<file path="src/rtl/msb_pkg.sv">
// Shared defaults and the stored-entry layout for the host response model.
// The entry struct matches the default parameter set; other sizes use a local struct.
package msb_pkg;

   localparam int ADDR_WIDTH_DEF = 64;
   localparam int CACHE_LINE_DEF = 128;
   localparam int NSTRMS_DEF     = 64;
   localparam int NSTRMS_W_DEF   = $clog2(NSTRMS_DEF);

   typedef struct packed {
      logic [NSTRMS_W_DEF-1:0]   sid;
      logic [ADDR_WIDTH_DEF-1:0] ea;
      logic                      err;
   } rsp_entry_t;

endpackage

</file>
<file path="src/rtl/host_rsp_slot.sv">
// One outstanding-request entry: payload register plus a countdown that
// starts at latency-1 when loaded and saturates at zero.
module host_rsp_slot
   import msb_pkg::*;
#(
   parameter type entry_t = rsp_entry_t,
   parameter int  latency = 32
) (
   input  logic   clk,
   input  logic   reset,
   input  logic   load_i,
   input  entry_t data_i,
   output entry_t data_o,
   output logic   zero_o
);

   localparam int cdWidth = $clog2(latency + 1);

   entry_t               data_q;
   logic [cdWidth-1:0]   countdown_q;

   // The countdown keeps running wherever the entry sits in the ring, so the
   // head is ready as soon as it arrives if its delay already elapsed.
   always_ff @(posedge clk or posedge reset) begin
      if (reset) begin
         data_q      <= '0;
         countdown_q <= '0;
      end else if (load_i) begin
         data_q      <= data_i;
         countdown_q <= cdWidth'(latency - 1);
      end else if (countdown_q != '0) begin
         countdown_q <= countdown_q - 1'b1;
      end
   end

   assign data_o = data_q;
   assign zero_o = (countdown_q == '0);

endmodule

</file>
<file path="config.mk">
export PLATFORM = sky130hd
export DESIGN_NAME = host_rsp_slot
export DESIGN_NICKNAME = d
export VERILOG_FILES = /design/src/rtl/msb_pkg.sv /design/src/rtl/host_rsp_slot.sv
export SDC_FILE = /design/constraint.sdc
export NUM_CORES = 1
export LEC_CHECK = 0
export ABC_AREA = 1
export BUFFER_PORTS_ARGS = -buffer_cell sky130_fd_sc_hd__buf_2
export CAP_MARGIN = 40
export CORE_AREA = 2 2 107 78
export DETAILED_ROUTE_END_ITERATION = 10
export DIE_AREA = 0 0 109 80
export GPL_TIMING_DRIVEN = 0
export PLACE_DENSITY_LB_ADDON = 0.12
export SYNTH_ARGS = -nofsm -noshare
export SYNTH_HDL_FRONTEND = slang
export SYNTH_SLANG_ARGS = --single-unit
</file>
<file path="constraint.sdc">
create_clock -name clk -period 2.4 [get_ports clk]
set_clock_uncertainty 0.2 [all_clocks]
set_input_delay 0.48 -clock clk [delete_from_list [all_inputs] [get_ports clk]]
set_output_delay 0.48 -clock clk [all_outputs]
set_load 0.05 [all_outputs]
</file>
==> results of run 1 <==
[registers in the layout, summed over array words and instances (netlist names)]
| register | cells |
|---|---|
| data_o | 71 |
| countdown_q | 6 |
[path summary, 6_finish.rpt]
| kind | depth (start not counted) | endpoint | slack, ps | from |
|---|---|---|---|---|
| worst max-delay path | 6 | zero_o | 130 | countdown_q[0]$_DFFE_PP0P_ |
| worst min-delay path | 3 | data_o[25]$_DFFE_PP0P_ | 130 | data_i[25] |
| worst min register to register | 2 | data_o[67]$_DFFE_PP0P_ | 270 | data_o[67]$_DFFE_PP0P_ |
| worst max register to register | 6 | countdown_q[1]$_DFFE_PP0P_ | 940 | countdown_q[0]$_DFFE_PP0P_ |
| max in group asynchronous | 4 | countdown_q[3]$_DFFE_PP0P_ | 1040 | reset |
| min in group asynchronous | 3 | data_o[8]$_DFFE_PP0P_ | 480 | reset |
[cell families (layout without fill, tap and decap cells)]
| group | count (synthesis) | count (layout) | synth area share [%] |
|---|---|---|---|
| xor+xnor | 1 | 1 | 0.286 |
| fa+ha+maj | 2 | 2 | 0.817 |
| flops | 77 | 77 | 62.9 |
| compound gates | 3 | 3 | 0.572 |
| simple gates | 242 | 242 | 31.0 |
| buf+inv | 22 | 187 | 4.37 |
[worst max-delay path, delay by kind of cell (launching register included)]
kind | cells | cell delay [ps]
adders and majority gates | 1 | 180
buffers and inverters | 3 | 360
DFF | 1 | 410
and+or+nand+nor | 2 | 310
[cell usage in the layout (no fill, tap or decap), drive strengths merged]
| cell | synthesis | final |
|---|---|---|
| buf | 16 | 164 |
| a21oi | 1 | 1 |
| nand3b | 1 | 1 |
| clkbuf | 0 | 10 |
| nor2 | 5 | 5 |
| xor2 | 1 | 1 |
| nor3b | 1 | 1 |
| nand2 | 229 | 229 |
| nand4 | 4 | 4 |
| o21a | 1 | 1 |
| clkinvlp | 0 | 5 |
| nand3 | 2 | 2 |
| clkinv | 0 | 2 |
| ha | 2 | 2 |
| dfrtp | 77 | 77 |
| dlygate4sd3 | 0 | 1 |
| inv | 6 | 5 |
| o21ai | 1 | 1 |
[routing by layer]
layer  global-route usage [%]  vias up  wire length (um)
met5                        0        -                 0
met3                     7.67        5               686
met4                     5.38        0                57
met2                     27.1       95              3250
met1                     21.1     1194              3180
li1                         -     1371                 -
[power by group through the flow]
stage	Combinational (uW)	Sequential, uW	Clock [uW]
floorplan	165	1870	0
global placement	765	1480	0
detailed placement	779	1490	0
CTS	780	1460	895
global route	826	1480	938
finish	768	1460	843
[area by class of cell]
type / count / area, um2 / area share, %
plain buffers: 16 / 111 / 2.68
clock buffers: 10 / 128 / 3.08
clock inverters: 6 / 40.0 / 0.965
inverters: 6 / 26.3 / 0.633
multi-input cells: 248 / 1000 / 24.1
flip-flops and latches: 77 / 1930 / 46.4
well taps: 101 / 126 / 3.05
repair buffers: 149 / 790 / 19.0
[what timing repair did]
| action | 4_1_cts | 5_1_grt |
|---|---|---|
| hold buffers | 1 | 0 |
| endpoints found under the setup margin | 1 | 1 |
| buffers inserted | 1 | 0 |
| gates resized for setup | 1 | 2 |
| endpoints found under the hold margin | 11 | 0 |
[through the flow]
step                      setup slack, ps  util [%]  std cells  area (um2)  power (uW)
after floorplan                       424         -        347        3070        2030
after global placement                250      51.1        593        3920        2250
after detailed placement              284      51.6        595        3960        2260
after CTS                            31.9      54.1        613        4150        3140
after global routing                 12.0      54.1        613        4150        3240
final                                 131      54.1        613        4150        3070
==> metrics.yaml, run 1 <==
grt:
  grt_max_degree: 37
  grt_pass1_vias: 2545
  antenna_found_initial: 0
  gr-total-overflow: 0
  grt_first_pass_wirelength_um: 11500
  track_usage_pct: 17.2
synth:
  synth_seq_cells: 77
  synthCells: 347
  ys_top_cells_by_area: "dfrtp_1 (63%), nand2_1 (28%), buf_4 (2.5%)"
  synth_top_area_share_pct: 62.9
  netlist_top_cells_count: "nand2_1 (228), dfrtp_1 (77), buf_4 (10)"
  yosys_warnings: 0
  synth_seq_area_share_pct: 62.9
  synth_most_common_cell: "nand2_1"
  ys.flop_type: "dfrtp_1"
  syn_area_um2: 3060
  syn-num-nets: 423
  syn_avg_cell_area_um2: 8.82
  synth_edf_count: 0
  synth_cell_type_count: 19
  synthArstFlopShare_pct: 100
  yosys.area.top_type: "dfrtp_1"
sta:
  fmax_ghz: 0.441
  min_period_ps: 2270
  setup_viol: 0
  rsz0062_at_grt: "false"
  maxSlewHeadroom_pct: 77.0
  finalHoldViolations: 0
  layout_worst_path_cycle_share_pct: 94.5
  tightest_slew_ps: 345
  drv_slew: 0
  holdWs_ps: 134
  fin_setup_tns_ps: 0
worst_hold_path:
  min_path_type: "in -> reg"
power_and_ir_drop:
  clockPowerShare_pct: 27.4
  switching_share_pct: 35.9
  power_density_nw_per_um2: 741
  internal-power_uw: 1970
  seqPwrFrac_pct: 47.6
  ir_worst_vdd_v: 0.000298
  power_leakage_uw: 0.00243
  p_comb_share_pct: 25.0
  switchingPower_uw: 1100
cells_and_area:
  layout-drive-gt1-share_pct: 36.1
  syn_to_final_growth_pct: 35.5
  nets: 583
  nFillCells: 778
  antenna_cells: 0
clocking:
  clkSlewWorstSetupHoldPaths_ps: 80
  cts_tree: "done"
  clk_latency_ps: 330
  cts.sinks: 77
  htreeDepth: 3
  cts-root-buf: "clkbuf_8"
  clock_path_buffers: 2
  cts_buffers: 9
status:
  outcome: "completed"
place:
  portBuffers: 145
  dp_hpwl_um: 5170
  gpl.final_weighted_congestion: 0.732
worst_setup_path:
  arrival_ps: 1590
  critical_path.max_stage_delay_ps: 410
  setup.worst_path.end_class: "output port"
  cp.required_ps: 1720
  start_kind: "flip-flop"
  worstPathCellList: "inv_2, ha_1, nor3b_4, nand2_2, inv_1, buf_6"
  path_max_fanout: 6
  worst_path_max_delay_cell: "dfrtp_1"
  crit_type: "reg -> out"
die:
  die_h_um: 80
  io_pins: 146
  core_area_um2: 7670
  die_w_um: 109
  row_count: 27
  start_util_pct: 39.9
  dieArea_um2: 8720
drt:
  drt_iter0_markers: 123
  drt-total-wl_um: 7170
  firstDrtPassIters: 5
  wl_per_cell_um: 11.7
  viasPerCell: 4.35
  ant_nets: 0
  drc_errors: 0
  vias: 2665
flow_run:
  cap_violations: 0
Note: power is estimated with default switching activity, not from simulation.
==> inputs of run 2 (changes only) <==
- clock period: 2.4 -> 1.96 ns (I/O delays scaled with it)
==> run 2 against run 1 <==
The run now ends with negative setup slack left. Critical path depth unchanged. Global-route usage grew 0.30 points. Worst hold slack worse by 88 ps. Non-clock buffer count is 8 higher. Largest cell class unchanged. Core utilization grew 1.0 points.
==> metrics.yaml, run 2 (synthesis gave the netlist of run 1 again) <==
drt:
  ant_nets: 0
  vias: 2722
  drt-total-wl_um: 7330
  drt_iter0_markers: 127
  firstDrtPassIters: 7
  viasPerCell: 4.38
  drc_errors: 0
  wl_per_cell_um: 11.8
worst_setup_path:
  crit_type: "reg -> out"
  timing.rr.end: "countdown_q[2]$_DFFE_PP0P_"
  cp.required_ps: 1370
  worstRegToRegCells: 7
  r2r_start: "countdown_q[0]$_DFFE_PP0P_"
  worstPathCellList: "inv_2, ha_4, nor3b_4, nand2_2, inv_2, buf_8"
  worst_path_max_delay_cell: "dfrtp_1"
  path_max_fanout: 2
  critPathLaunch: "countdown_q[1]$_DFFE_PP0P_"
  arrival_ps: 1460
  start_kind: "flip-flop"
  crit_top_cell: "inv_2"
  reg2reg_slack_ps: 280
  cp_top_family: "flip-flops"
  critical_path.max_stage_delay_ps: 390
  setup.worst_path.end_class: "output port"
  path_buf_inv: 3
clocking:
  clock_path_buffers: 2
  cts.sinks: 77
  cts_tree: "done"
  cts-root-buf: "clkbuf_8"
  clkSlewWorstSetupHoldPaths_ps: 80
  cts_buffers: 9
  clk_latency_ps: 330
  htreeDepth: 3
cells_and_area:
  largest_register_ffs: 71
  layout_commonest_cell: "nand2_1"
  antenna_cells: 0
  final_cell_mix: "nand2_1 (228), buf_2 (149), dfrtp_1 (77)"
  nets: 591
  syn_to_final_growth_pct: 38.0
  layout-drive-gt1-share_pct: 37.7
  utilization_pct: 55.1
grt:
  grt_max_degree: 37
  gr-total-overflow: 0
  antenna_found_initial: 0
  grt_first_pass_wirelength_um: 11700
  grt_pass1_vias: 2601
  track_usage_pct: 17.5
power_and_ir_drop:
  p_comb_share_pct: 25.4
  fin_total_pwr_uw: 3780
  seqPwrFrac_pct: 47.3
  power_density_nw_per_um2: 895
  switchingPower_uw: 1360
  power_leakage_uw: 0.00246
  ir_worst_vdd_v: 0.000365
  switching_share_pct: 35.9
  internal-power_uw: 2420
  clockPowerShare_pct: 27.3
place:
  gpl.final_weighted_congestion: 0.732
  portBuffers: 145
  dp_hpwl_um: 5170
status:
  outcome: "finished with violations"
  violations: "negative setup slack"
sta:
  fin_setup_tns_ps: -92.5
  setup_slack_ps: -92.5
  drv_slew: 0
  layout_worst_path_cycle_share_pct: 105
  rsz0062_at_grt: "true"
  finalHoldViolations: 0
  maxSlewHeadroom_pct: 76.7
  min_period_ps: 2050
  fmax_ghz: 0.487
  tightest_slew_ps: 349
  setup_viol: 1
worst_hold_path:
  min_path_type: "in -> reg"
  hp-start: "data_i[25]"
  holdPathStages: 3
  hold-path-endpoint: "data_o[25]$_DFFE_PP0P_"
flow_run:
  cap_violations: 0
die:
  core_area_um2: 7670
  io_pins: 146
  die_h_um: 80
  start_util_pct: 39.9
  row_count: 27
  dieArea_um2: 8720
  die_w_um: 109
## run 2: worst max-delay path by stage
stage / cells after the start / endpoint
6_report: 6 / zero_o
5_1_grt: 6 / zero_o
4_1_cts: 6 / zero_o
3_5_place_dp: 6 / zero_o
3_3_place_gp: 2 / data_o[35]$_DFFE_PP0P_
2_1_floorplan: 5 / zero_o
## run 2: layout make-up
cell class	instances	area, um2
clock buffers	10	128
fillers	774	3440
clock inverters	6	40.0
inverters	6	26.3
plain buffers	16	111
well taps	101	126
multi-input cells	248	1010
repair buffers	157	853
flip-flops and latches	77	1930
## run 2: layer usage
| metal | vias to the layer above | GRT usage [%] | part of all wire [%] |
|---|---|---|---|
| li1 | 1386 | - | - |
| met1 | 1212 | 21.3 | 43 |
| met2 | 113 | 27.6 | 45 |
| met3 | 11 | 7.67 | 9.9 |
| met4 | 0 | 6.15 | 1.4 |
| met5 | - | 0 | 0 |
## run 2: tightest hold or removal path: stages
cell and delay, ps:
buf_2 70, nand2_1 40, nand2_1 50
## run 2: repair_timing
| action | in CTS | in global routing |
|---|---|---|
| endpoints found under the setup margin | 1 | 1 |
| setup buffers | 7 | 2 |
| endpoints found under the hold margin | 11 | 0 |
| pin swaps | 1 | 0 |
| cloned | 0 | 0 |
| hold buffers | 1 | 0 |
| resized for setup | 8 | 0 |
## run 2: power by group through the flow
stage                     clock (uW)  combinational (uW)  sequential, uW
after floorplan                    0                 202            2290
after global placement             0                 936            1820
after detailed placement           0                 954            1820
after CTS                       1100                 971            1790
after global routing            1150                1030            1810
final                           1030                 963            1790
## run 2: stage by stage
stage | hold WS, ps | cells | setup WS [ps] | cell area (um2)
3_3_place_gp | 248 | 593 | -102 | 3920
6_report | 45.8 | 621 | -92.5 | 4230
2_1_floorplan | 305 | 347 | 72.3 | 3070
4_1_cts | 23.7 | 619 | -98.8 | 4210
5_1_grt | 22.3 | 621 | -180 | 4230
3_5_place_dp | 186 | 595 | -67.6 | 3960
